<file path="src/rtl/channel_burst_injector_if.sv">
// Valid/ready stream bundle between encoder output, the error-injection channel and decoder input.
`timescale 1ns/1ps
interface channel_burst_injector_if #(
  parameter int unsigned DATA_WIDTH = 8
);
  logic [DATA_WIDTH-1:0] DATA_IN;
  logic                  DATA_IN_VALID;
  logic                  DATA_IN_READY;
  logic [DATA_WIDTH-1:0] DATA_OUT;
  logic [DATA_WIDTH-1:0] ERROR_MASK;
  logic                  ERROR_VALID;
  logic                  DATA_OUT_VALID;
  logic                  DATA_OUT_READY;

  // Channel side: consumes the input beat, produces the corrupted output beat
  modport slave (
    input  DATA_IN, DATA_IN_VALID, DATA_OUT_READY,
    output DATA_IN_READY, DATA_OUT, ERROR_MASK, ERROR_VALID, DATA_OUT_VALID
  );

  // Environment side: drives input beats and accepts output beats
  modport master (
    output DATA_IN, DATA_IN_VALID, DATA_OUT_READY,
    input  DATA_IN_READY, DATA_OUT, ERROR_MASK, ERROR_VALID, DATA_OUT_VALID
  );
endinterface

</file>
<file path="src/rtl/channel_burst_injector.sv">
// Bit-error injection channel: per-lane xorshift generators, IID or Gilbert-Elliott
// burst errors, one-stage registered valid/ready output and saturating BER counters.
`timescale 1ns/1ps
module channel_burst_injector #(
  parameter int unsigned DATA_WIDTH = 8,
  parameter int unsigned CNT_WIDTH  = 32,
  parameter logic [31:0] SEED       = 32'h1234_5678,
  parameter int unsigned P_GOOD_ERR = 655,
  parameter int unsigned P_BAD_ERR  = 32768,
  parameter int unsigned P_G2B      = 66,
  parameter int unsigned P_B2G      = 6554
) (
  input  logic                  CLK,
  input  logic                  RESET,
  input  logic [1:0]            MODE,
  input  logic                  CNT_CLR,
  channel_burst_injector_if.slave bus,
  output logic                  CH_STATE,
  output logic [CNT_WIDTH-1:0]  BIT_ERR_CNT,
  output logic [CNT_WIDTH-1:0]  BEAT_ERR_CNT
);

  localparam logic [31:0]  C_GOLDEN   = 32'h9E37_79B9;
  localparam int unsigned  PC_W       = $clog2(DATA_WIDTH + 1);
  localparam int unsigned  SUM_W      = ((CNT_WIDTH > PC_W) ? CNT_WIDTH : PC_W) + 1;
  localparam logic [16:0]  C_THR_GOOD = 17'(P_GOOD_ERR);
  localparam logic [16:0]  C_THR_BAD  = 17'(P_BAD_ERR);
  localparam logic [16:0]  C_THR_G2B  = 17'(P_G2B);
  localparam logic [16:0]  C_THR_B2G  = 17'(P_B2G);
  localparam logic [SUM_W-1:0] C_CNT_MAX = SUM_W'({CNT_WIDTH{1'b1}});

  localparam logic [1:0] MODE_BYPASS = 2'd0;
  localparam logic [1:0] MODE_IID    = 2'd1;
  localparam logic [1:0] MODE_GE     = 2'd2;
  localparam logic [1:0] MODE_FORCE  = 2'd3;

  typedef enum logic {ST_GOOD = 1'b0, ST_BAD = 1'b1} state_t;

  function automatic logic [31:0] nz_seed(input logic [31:0] s);
    return (s == 32'd0) ? 32'd1 : s;
  endfunction

  function automatic logic [31:0] lane_seed(input int unsigned idx);
    return nz_seed(SEED + (idx * C_GOLDEN));
  endfunction

  function automatic logic [31:0] xs32(input logic [31:0] x);
    logic [31:0] y;
    y = x ^ (x << 13);
    y = y ^ (y >> 17);
    y = y ^ (y << 5);
    return y;
  endfunction

  state_t                r_state;
  state_t                w_state_nxt;
  logic [31:0]           r_lane [DATA_WIDTH];
  logic [31:0]           r_sgen;
  logic [DATA_WIDTH-1:0] r_dout;
  logic [DATA_WIDTH-1:0] r_mask;
  logic                  r_dvalid;
  logic                  r_evalid;
  logic [CNT_WIDTH-1:0]  r_bit_cnt;
  logic [CNT_WIDTH-1:0]  r_beat_cnt;

  logic                  w_in_ready;
  logic                  w_accept;
  logic [16:0]           w_rs;
  logic [16:0]           w_thr;
  logic [DATA_WIDTH-1:0] w_hit;
  logic [DATA_WIDTH-1:0] w_mask;
  logic [PC_W-1:0]       w_popcnt;
  logic [SUM_W-1:0]      w_bit_sum;
  logic [SUM_W-1:0]      w_beat_sum;

  assign w_in_ready = !r_dvalid || bus.DATA_OUT_READY;
  assign w_accept   = bus.DATA_IN_VALID && w_in_ready;
  assign w_rs       = {1'b0, r_sgen[15:0]};

  // Burst channel state register
  always_ff @(posedge CLK or negedge RESET) begin
    if (!RESET) r_state <= ST_GOOD;
    else        r_state <= w_state_nxt;
  end

  // State transitions are drawn once per accepted beat, GE mode only
  always_comb begin
    w_state_nxt = r_state;
    if (w_accept && (MODE == MODE_GE)) begin
      case (r_state)
        ST_GOOD: if (w_rs < C_THR_G2B) w_state_nxt = ST_BAD;
        ST_BAD:  if (w_rs < C_THR_B2G) w_state_nxt = ST_GOOD;
        default: w_state_nxt = ST_GOOD;
      endcase
    end
  end

  // Error mask uses the pre-update state and pre-advance generator values
  always_comb begin
    w_thr = ((MODE == MODE_GE) && (r_state == ST_BAD)) ? C_THR_BAD : C_THR_GOOD;
    w_hit = '0;
    for (int unsigned i = 0; i < DATA_WIDTH; i++) begin
      w_hit[i] = ({1'b0, r_lane[i][15:0]} < w_thr);
    end
    case (MODE)
      MODE_BYPASS: w_mask = '0;
      MODE_IID:    w_mask = w_hit;
      MODE_GE:     w_mask = w_hit;
      MODE_FORCE:  w_mask = '1;
      default:     w_mask = '0;
    endcase
    w_popcnt = '0;
    for (int unsigned i = 0; i < DATA_WIDTH; i++) begin
      w_popcnt = w_popcnt + PC_W'(w_mask[i]);
    end
  end

  // Generators step only on accept so the pattern depends on beat index alone
  always_ff @(posedge CLK or negedge RESET) begin
    if (!RESET) begin
      for (int unsigned i = 0; i < DATA_WIDTH; i++) r_lane[i] <= lane_seed(i);
      r_sgen <= nz_seed(~SEED);
    end else if (w_accept) begin
      for (int unsigned i = 0; i < DATA_WIDTH; i++) r_lane[i] <= xs32(r_lane[i]);
      r_sgen <= xs32(r_sgen);
    end
  end

  // One-stage output register; reloads in the same cycle the old beat leaves
  always_ff @(posedge CLK or negedge RESET) begin
    if (!RESET) begin
      r_dout   <= '0;
      r_mask   <= '0;
      r_dvalid <= 1'b0;
      r_evalid <= 1'b0;
    end else if (w_accept) begin
      r_dout   <= bus.DATA_IN ^ w_mask;
      r_mask   <= w_mask;
      r_dvalid <= 1'b1;
      r_evalid <= |w_mask;
    end else if (bus.DATA_OUT_READY) begin
      r_dvalid <= 1'b0;
      r_evalid <= 1'b0;
    end
  end

  assign w_bit_sum  = SUM_W'(r_bit_cnt) + SUM_W'(w_popcnt);
  assign w_beat_sum = SUM_W'(r_beat_cnt) + SUM_W'(|w_mask);

  // Saturating error counters; clear wins over a coincident beat
  always_ff @(posedge CLK or negedge RESET) begin
    if (!RESET) begin
      r_bit_cnt  <= '0;
      r_beat_cnt <= '0;
    end else if (CNT_CLR) begin
      r_bit_cnt  <= '0;
      r_beat_cnt <= '0;
    end else if (w_accept) begin
      r_bit_cnt  <= (w_bit_sum  > C_CNT_MAX) ? '1 : CNT_WIDTH'(w_bit_sum);
      r_beat_cnt <= (w_beat_sum > C_CNT_MAX) ? '1 : CNT_WIDTH'(w_beat_sum);
    end
  end

  assign bus.DATA_IN_READY  = w_in_ready;
  assign bus.DATA_OUT       = r_dout;
  assign bus.ERROR_MASK     = r_mask;
  assign bus.ERROR_VALID    = r_evalid;
  assign bus.DATA_OUT_VALID = r_dvalid;
  assign CH_STATE           = r_state;
  assign BIT_ERR_CNT        = r_bit_cnt;
  assign BEAT_ERR_CNT       = r_beat_cnt;

endmodule

</file>
<file path="src/flat_wrapper.sv">
// flat-port wrapper written by rule: the top's interface ports become plain ports
module channel_burst_injector_flat 
#(
  parameter int unsigned DATA_WIDTH = 8,
  parameter int unsigned CNT_WIDTH  = 32,
  parameter logic [31:0] SEED       = 32'h1234_5678,
  parameter int unsigned P_GOOD_ERR = 655,
  parameter int unsigned P_BAD_ERR  = 32768,
  parameter int unsigned P_G2B      = 66,
  parameter int unsigned P_B2G      = 6554
)
  (CLK, RESET, MODE, CNT_CLR, CH_STATE, BIT_ERR_CNT, BEAT_ERR_CNT, bus_DATA_IN, bus_DATA_IN_VALID, bus_DATA_OUT_READY, bus_DATA_IN_READY, bus_DATA_OUT, bus_ERROR_MASK, bus_ERROR_VALID, bus_DATA_OUT_VALID);
  channel_burst_injector_if #(.DATA_WIDTH(DATA_WIDTH)) bus_i ();
  input  logic CLK;
  input  logic RESET;
  input  logic [1:0] MODE;
  input  logic CNT_CLR;
  output logic CH_STATE;
  output logic [CNT_WIDTH-1:0] BIT_ERR_CNT;
  output logic [CNT_WIDTH-1:0] BEAT_ERR_CNT;
  input wire logic [$bits(bus_i.DATA_IN)-1:0] bus_DATA_IN;
  input wire logic [$bits(bus_i.DATA_IN_VALID)-1:0] bus_DATA_IN_VALID;
  input wire logic [$bits(bus_i.DATA_OUT_READY)-1:0] bus_DATA_OUT_READY;
  output wire logic [$bits(bus_i.DATA_IN_READY)-1:0] bus_DATA_IN_READY;
  output wire logic [$bits(bus_i.DATA_OUT)-1:0] bus_DATA_OUT;
  output wire logic [$bits(bus_i.ERROR_MASK)-1:0] bus_ERROR_MASK;
  output wire logic [$bits(bus_i.ERROR_VALID)-1:0] bus_ERROR_VALID;
  output wire logic [$bits(bus_i.DATA_OUT_VALID)-1:0] bus_DATA_OUT_VALID;
  assign bus_i.DATA_IN = bus_DATA_IN;
  assign bus_i.DATA_IN_VALID = bus_DATA_IN_VALID;
  assign bus_i.DATA_OUT_READY = bus_DATA_OUT_READY;
  assign bus_DATA_IN_READY = bus_i.DATA_IN_READY;
  assign bus_DATA_OUT = bus_i.DATA_OUT;
  assign bus_ERROR_MASK = bus_i.ERROR_MASK;
  assign bus_ERROR_VALID = bus_i.ERROR_VALID;
  assign bus_DATA_OUT_VALID = bus_i.DATA_OUT_VALID;
  channel_burst_injector #(.DATA_WIDTH(DATA_WIDTH), .CNT_WIDTH(CNT_WIDTH), .SEED(SEED), .P_GOOD_ERR(P_GOOD_ERR), .P_BAD_ERR(P_BAD_ERR), .P_G2B(P_G2B), .P_B2G(P_B2G)) u_core (.CLK(CLK), .RESET(RESET), .MODE(MODE), .CNT_CLR(CNT_CLR), .bus(bus_i), .CH_STATE(CH_STATE), .BIT_ERR_CNT(BIT_ERR_CNT), .BEAT_ERR_CNT(BEAT_ERR_CNT));
endmodule
</file>
<file path="config.mk">
export PLATFORM = sky130hd
export DESIGN_NAME = channel_burst_injector_flat
export DESIGN_NICKNAME = d
export VERILOG_FILES = /design/src/rtl/channel_burst_injector_if.sv /design/src/rtl/channel_burst_injector.sv /design/src/flat_wrapper.sv
export SDC_FILE = /design/constraint.sdc
export NUM_CORES = 1
export LEC_CHECK = 0
export CAP_MARGIN = 5
export CORE_MARGIN = 3
export CORE_UTILIZATION = 62
export DETAILED_ROUTE_END_ITERATION = 16
export PLACE_DENSITY = 0.81
export SYNTH_ARGS = -nofsm -noshare
export SYNTH_HDL_FRONTEND = slang
export SYNTH_SLANG_ARGS = --single-unit
</file>
<file path="constraint.sdc">
create_clock -name CLK -period 9 [get_ports CLK]
set_input_delay 1.8 -clock CLK [delete_from_list [all_inputs] [get_ports CLK]]
set_output_delay 1.8 -clock CLK [all_outputs]
set_load 0.01 [all_outputs]
</file>
**Word-level counts from Yosys, hierarchy flattened**

Index checks and enable logic that the tools add are counted.

- Input bits: 15
- Flip-flop bits (word level): 371
- Word-level logic and storage cells: 93

- $add $sub $neg: 9
- Reductions and logical operators: 10
- Muxes and demuxes: 14
- Bitwise logic cells: 29
- Order comparisons: 12
- Equal/unequal tests: 3

Operators with widths:

| operator | count |
|---|---|
| 32-bit bitwise XOR | 18 |
| 32-bit by 15-bit bitwise XOR with 32-bit output | 9 |
| 32-bit two-way mux | 6 |
| 16-bit by 17-bit < comparator with 1-bit output | 8 |
| 33-bit by 32-bit greater-than comparator with 1-bit output, second input constant | 2 |
| 32-bit by 1-bit adder with 33-bit output | 1 |
| 32-bit by 4-bit adder with 33-bit output | 1 |
| 4-bit by 1-bit adder with 4-bit output | 6 |
| 8-bit case mux with 3 select lines | 1 |
| 16-bit by 13-bit < comparator with 1-bit output, second input constant | 1 |
| 16-bit by 7-bit < comparator with 1-bit output, second input constant | 1 |
| 16-bit two-way mux | 1 |
| 8-bit OR reduction | 1 |
| 8-bit bitwise XOR | 1 |
| 1-bit two-way mux | 5 |
| 2-bit equality test, second input constant | 2 |
| 2-bit nonzero test | 2 |
| 1-bit logical AND | 3 |
| 1-bit by 1-bit adder with 2-bit output | 1 |
| 2-bit by 1-bit equality test with 1-bit output, second input constant | 1 |
| 2-bit logical NOT | 1 |
| 1-bit case mux with 2 select lines | 1 |
| 2-bit OR reduction | 1 |
| 1-bit logical NOT | 1 |
| other kinds (2) | 2 |

**Logic depth before layout (Yosys ltp)**

- Depth in word-level cells: 17
- Mapped depth: 27
- Mapped depth without buffers: 26

**Worst setup path after synthesis**

Ideal clock, no wire load.

- Path type: in2reg
- From: in MODE[0]
- To: reg u_core.r_bit_cnt[17], in the netlist u_core.BIT_ERR_CNT[17]
- Cell stages on the path: 26
- Path buffers: 1
- Arrival: 7994 ps
- Path slack: 899 ps
- Data required time: 8893 ps
- Cells stage by stage: inv_1 ha_1 nand2_1 inv_1 ha_1 a21oi_1 o21ai_0 a211o_1 or3_1 nand3_1 inv_1 ha_1 inv_1 fa_1 fa_1 fa_1 fa_1 xnor2_1 ha_1 a21o_1 a21oi_1 or3_4 or3_1 buf_2 and3_4 a2111oi_4

- Cells in the longest elaborated chain, start to end: 17

Ends and longest elaborated chain:

| item | RTL line | source |
|---|---|---|
| from (decl) | flat_wrapper.sv:16 | `input logic [1:0] MODE;` |
| 2-bit equality test | channel_burst_injector.sv:100, channel_burst_injector.sv:105 |  |
| 1-bit logical AND | channel_burst_injector.sv:100 | `w_thr = ((MODE == MODE_GE) && (r_state == ST_BAD)) ? C_THR_BAD : C_THR_GOOD;` |
| 16-bit two-way mux | channel_burst_injector.sv:100 |  |
| 16-bit by 17-bit < comparator with 1-bit output | channel_burst_injector.sv:103 | `w_hit[i] = ({1'b0, r_lane[i][15:0]} < w_thr);` |
| 8-bit case mux with 3 select lines * | channel_burst_injector.sv:105 | `case (MODE)` |
| named net u_core.w_mask[1] | channel_burst_injector.sv:71 | `logic [DATA_WIDTH-1:0] w_mask;` |
| 1-bit by 1-bit adder with 2-bit output * | channel_burst_injector.sv:114 | `w_popcnt = w_popcnt + PC_W'(w_mask[i]);` |
| 4-bit by 1-bit adder with 4-bit output * (6 in a row) | channel_burst_injector.sv:114 |  |
| 32-bit by 4-bit adder with 33-bit output * | channel_burst_injector.sv:147 | `assign w_bit_sum = SUM_W'(r_bit_cnt) + SUM_W'(w_popcnt);` |
| 33-bit by 32-bit greater-than comparator with 1-bit output | channel_burst_injector.sv:159 | `r_bit_cnt <= (w_bit_sum > C_CNT_MAX) ? '1 : CNT_WIDTH'(w_bit_sum);` |
| 32-bit two-way mux * | channel_burst_injector.sv:159 |  |
| 32-bit two-way mux * | channel_burst_injector.sv:158 | `end else if (w_accept) begin` |
| 32-bit two-way mux * | channel_burst_injector.sv:155 | `end else if (CNT_CLR) begin` |
| to (signal assigned) | channel_burst_injector.sv:159 |  |
| to (decl) | channel_burst_injector.sv:63 | `logic [CNT_WIDTH-1:0] r_bit_cnt;` |

The timed path passes the listed nets; every way through them passes the cells marked *. The select of a mux whose other input is x is not followed.
A chain may end at the register's enable or synchronous reset.

**Worst setup path in the final report**

- From: in MODE[0]
- To: reg u_core.r_bit_cnt[25], in the netlist u_core.BIT_ERR_CNT[25]

The elaborated chain is that of the path after synthesis.

==> impl_metrics.prom <==
# TYPE chip_impl_metric gauge
chip_impl_info{name="status",value="completed"} 1
chip_impl_info{name="timing.setup.critical_path_class",value="in -> reg"} 1
chip_impl_metric{name="pre_cts_ws",unit="ns"} 0.396
chip_impl_metric{name="power.share.clock",unit="%"} 15.0
chip_impl_metric{name="syn_area_per_cell",unit="µm²"} 9.87
chip_impl_metric{name="ios",unit=""} 99
chip_impl_info{name="synth_top_area_cell",value="dfrtp_1"} 1
chip_impl_metric{name="count_of_final_hold_check_violations",unit=""} 0
chip_impl_metric{name="die_area",unit="µm²"} 38500
chip_impl_metric{name="first_global_vias",unit=""} 16350
chip_impl_info{name="root_buffer",value="clkbuf_16"} 1
chip_impl_metric{name="initial_antenna_violation_count",unit=""} 0
chip_impl_metric{name="wirelength",unit="µm"} 49300
chip_impl_metric{name="hpwlAfterDp",unit="µm"} 32500
chip_impl_metric{name="viasPerCell",unit=""} 5.70
chip_impl_metric{name="total_leakage_power",unit="nW"} 9.82
chip_impl_info{name="synth_top_area_cells",value="dfrtp_1 26%, xnor2_1 21%, dfstp_2 16%"} 1
chip_impl_metric{name="drt_pre_antenna_iters",unit=""} 5
chip_impl_metric{name="final.setup_skew",unit="ns"} 0.0176
chip_impl_info{name="min_path_type",value="reg -> reg"} 1
chip_impl_metric{name="combinationalPowerShare",unit="%"} 52.7
chip_impl_metric{name="ir_worst_vdd",unit="µV"} 337
chip_impl_metric{name="std_cell_core_area",unit="µm²"} 35100
chip_impl_metric{name="clock_path_buffers",unit=""} 3
chip_impl_metric{name="tightest_slew",unit="ns"} 1.03
chip_impl_metric{name="cts_made_buffers",unit=""} 42
chip_impl_info{name="worst_setup_path_start_kind",value="input pin"} 1
chip_impl_metric{name="synth_warnings",unit=""} 0
chip_impl_metric{name="drive_gt1_share",unit="%"} 10.9
chip_impl_metric{name="remaining_drc_errors",unit=""} 0
chip_impl_metric{name="shortest_clock_period_the_worst_path_allows_after_layout",unit="ns"} 8.14
chip_impl_metric{name="wire_length_of_the_first_global_routing_pass",unit="µm"} 82600
chip_impl_metric{name="grt.overflow.total",unit=""} 0
chip_impl_metric{name="final_net_count",unit=""} 2319
chip_impl_metric{name="cts.reportedPaths.clkPinSlew",unit="ns"} 0.06
chip_impl_metric{name="antenna_violating_nets_post_route",unit=""} 0
chip_impl_metric{name="worst_ep_required_time",unit="ns"} 9.46
chip_impl_metric{name="critPathMaxFanout",unit=""} 15
chip_impl_metric{name="initial_utilization",unit="%"} 63.9
chip_impl_metric{name="postCtsHoldBufs",unit=""} 0
chip_impl_metric{name="power_report.internal_total",unit="W"} 0.00714
chip_impl_metric{name="synth_async_sr_flop_share",unit="%"} 100
chip_impl_metric{name="tritoncts_num_sinks",unit=""} 371
chip_impl_metric{name="post_synth_inst_count",unit=""} 2270
chip_impl_metric{name="grt_usage",unit="%"} 25.7
chip_impl_metric{name="synth_sequential_area_ratio",unit="%"} 42.2
chip_impl_info{name="tritoncts",value="done"} 1
chip_impl_metric{name="fp.dieH",unit="µm"} 196
chip_impl_metric{name="route.vias.total",unit=""} 15675
chip_impl_metric{name="seq_cells_post_synth",unit=""} 371
chip_impl_metric{name="setup_total_negative_slack",unit="ns"} 0
chip_impl_metric{name="achievable-frequency",unit="MHz"} 123
chip_impl_metric{name="cts.repair_timing.setup_buffer_count",unit=""} 0
chip_impl_metric{name="drv_cap",unit=""} 0
chip_impl_metric{name="clk-insertion-delay-late",unit="ns"} 0.55
chip_impl_metric{name="wl_per_cell",unit="µm"} 17.9
chip_impl_metric{name="floorplan.die.width",unit="µm"} 196
chip_impl_metric{name="arrival",unit="ns"} 8.60
chip_impl_info{name="synthFlopType",value="dfrtp_1"} 1
chip_impl_metric{name="synthesis.nets",unit=""} 2328
chip_impl_metric{name="relSlewSlack",unit="%"} 31.7
chip_impl_info{name="worstSetupEndpointType",value="flip-flop"} 1
chip_impl_metric{name="cts_resized",unit=""} 0
chip_impl_metric{name="final-max-slew-violation-count",unit=""} 0
chip_impl_metric{name="floorplan.rows",unit=""} 68
chip_impl_metric{name="grt_start_max_net_pins",unit=""} 175
chip_impl_metric{name="setup_violations",unit=""} 0
chip_impl_metric{name="synthDistinctLibCells",unit=""} 65
chip_impl_metric{name="synth-edff-count",unit=""} 0
chip_impl_metric{name="synth.top_cell.area_share",unit="%"} 25.8
chip_impl_metric{name="part_of_the_total_power_dissipated_in_sequential_elements",unit="%"} 32.3
chip_impl_metric{name="initialDrtViolationCount",unit=""} 1060
chip_impl_info{name="unrepaired_setup_endpoints_after_global_routing",value="no"} 1
chip_impl_metric{name="synth_area",unit="µm²"} 22400
chip_impl_metric{name="switching_share",unit="%"} 40.3
chip_impl_metric{name="post-route-period-util",unit="%"} 90.5
chip_impl_metric{name="power.density_cell_area",unit="nW/µm²"} 480
chip_impl_metric{name="syn2layout_area_growth",unit="%"} 11.3
chip_impl_metric{name="deepest_level_of_the_cts_h_tree",unit=""} 2
chip_impl_metric{name="p_sw",unit="W"} 0.00482
chip_impl_metric{name="final_ws_setup",unit="ns"} 0.855
chip_impl_metric{name="place_congestion",unit=""} 0.849
chip_impl_metric{name="port-buffer-count",unit=""} 98
-- power by group through the flow --
stage	clock [W]	combinational, W	sequential (W)
global route	0.00189	0.00699	0.00398
floorplan	0	0.00592	0.00320
global placement	0	0.00602	0.00382
detailed placement	0	0.00627	0.00386
finish	0.00179	0.00630	0.00387
CTS	0.00182	0.00637	0.00385
-- layout by cell type (no fill, tap or decap), types with 6 or more instances in the layout --
master	count
a211oi_1	34
a21o_1	6
a21oi_1	32
a311oi_1	11
a31oi_1	22
a41o_1	8
and2_1	6
and3_1	18
and4_1	12
buf_4	21
clkbuf_1	12
clkbuf_16	45
clkdlybuf4s50_1	96
clkinv_2	8
dfrtp_1	231
dfstp_2	140
ha_1	38
inv_1	26
mux2i_1	10
nand2_1	314
nand3_1	33
nand4_1	12
nor2_1	99
nor3_1	41
nor3b_1	7
nor4_1	9
o21ai_0	49
o41ai_1	6
or3_1	11
xnor2_1	529
xor2_1	299
-- worst max-delay path: stages --
cell and delay [ns]:
clkdlybuf4s50_1 0.48, inv_1 0.06, ha_1 0.22, nand2_1 0.15, inv_1 0.16, ha_1 0.34, a21oi_1 0.15, o21ai_0 0.10
a211o_1 0.33, or3_1 0.40, nand3_1 0.18, inv_1 0.06, ha_1 0.27, inv_1 0.04, fa_1 0.50, fa_1 0.43
fa_1 0.41, fa_1 0.39, xnor2_1 0.15, ha_1 0.33, a21o_1 0.12, a21oi_1 0.07, or3_4 0.42, or3_1 0.43
buf_4 0.23, and4_1 0.21, nor3_1 0.15
-- registers in the layout, indices dropped and copies added (netlist names) --
name                       flops
u_core.r_lane                256
u_core.BEAT_ERR_CNT           32
u_core.BIT_ERR_CNT            32
u_core.r_sgen                 32
u_core.bus.DATA_OUT            8
u_core.bus.ERROR_MASK          8
u_core.CH_STATE                1
u_core.bus.DATA_OUT_VALID      1
u_core.bus.ERROR_VALID         1
-- worst paths after layout --
path                            slack [ns]          startpoint  depth (start not counted)                endpoint
worst max-delay path                  0.86             MODE[0]                         27  u_core.BIT_ERR_CNT[25]
worst min-delay path                  0.49  u_core.r_lane[243]                          1      u_core.r_lane[243]
worst max register to register        2.43     u_core.CH_STATE                         24  u_core.BIT_ERR_CNT[25]
worst min register to register        0.49  u_core.r_lane[243]                          1      u_core.r_lane[243]
max in group asynchronous             6.03               RESET                          2   u_core.BIT_ERR_CNT[3]
min in group asynchronous             1.33               RESET                          1      u_core.r_lane[172]
-- layer usage --
metal  GRT usage, %  up-vias  wire (µm)
li1               -     7332          -
met1           35.3     7859      21800
met2           42.0      380      23900
met3           3.74      104       2200
met4           8.82        0       1400
met5              0        -          0
-- synthesized netlist by cell type (all sizes together) (13+ instances only) --
cell,instances
xnor2,529
nor2,99
dfrtp,231
xor2,299
clkbuf,165
nand4,13
and3,20
nor3,42
a211oi,34
nand2,315
a21oi,32
inv,26
a31oi,22
dfstp,140
and4,13
nand3,34
o21ai,50
ha,38
-- cells by family after synthesis --
family / synth area share, %
XOR/XNOR: 32.4
AND/OR/NAND/NOR: 12.2
flip-flops: 42.2
AO/OA/AOI/OAI: 6.68
buffers and inverters: 3.38
adder cells (fa/ha/maj): 2.61
multiplexers: 0.547
-- area by class of cell --
type / instances / area, µm²
Antenna cell: 1 / 2.50
Clock buffer: 61 / 1230
Clock inverter: 15 / 206
Fill cell: 2544 / 10100
Inverter: 27 / 101
Multi-Input combinational cell: 1698 / 12200
Sequential cell: 371 / 9460
Tap cell: 455 / 569
Timing Repair Buffer: 121 / 1180
-- stage by stage --
step	std cells	instance area (µm²)	hold WS [ns]	total power, W	utilization, %
6_report	2749	24900	0.488	0.0120	71.2
5_1_grt	2748	24900	0.501	0.0129	71.1
4_1_cts	2748	24900	0.492	0.0120	71.1
3_5_place_dp	2672	23500	0.479	0.0101	67.1
3_3_place_gp	2672	23500	0.468	0.00984	67.1
2_1_floorplan	2270	22400	0.464	0.00912	-
Power figures use the tool's default switching activity.
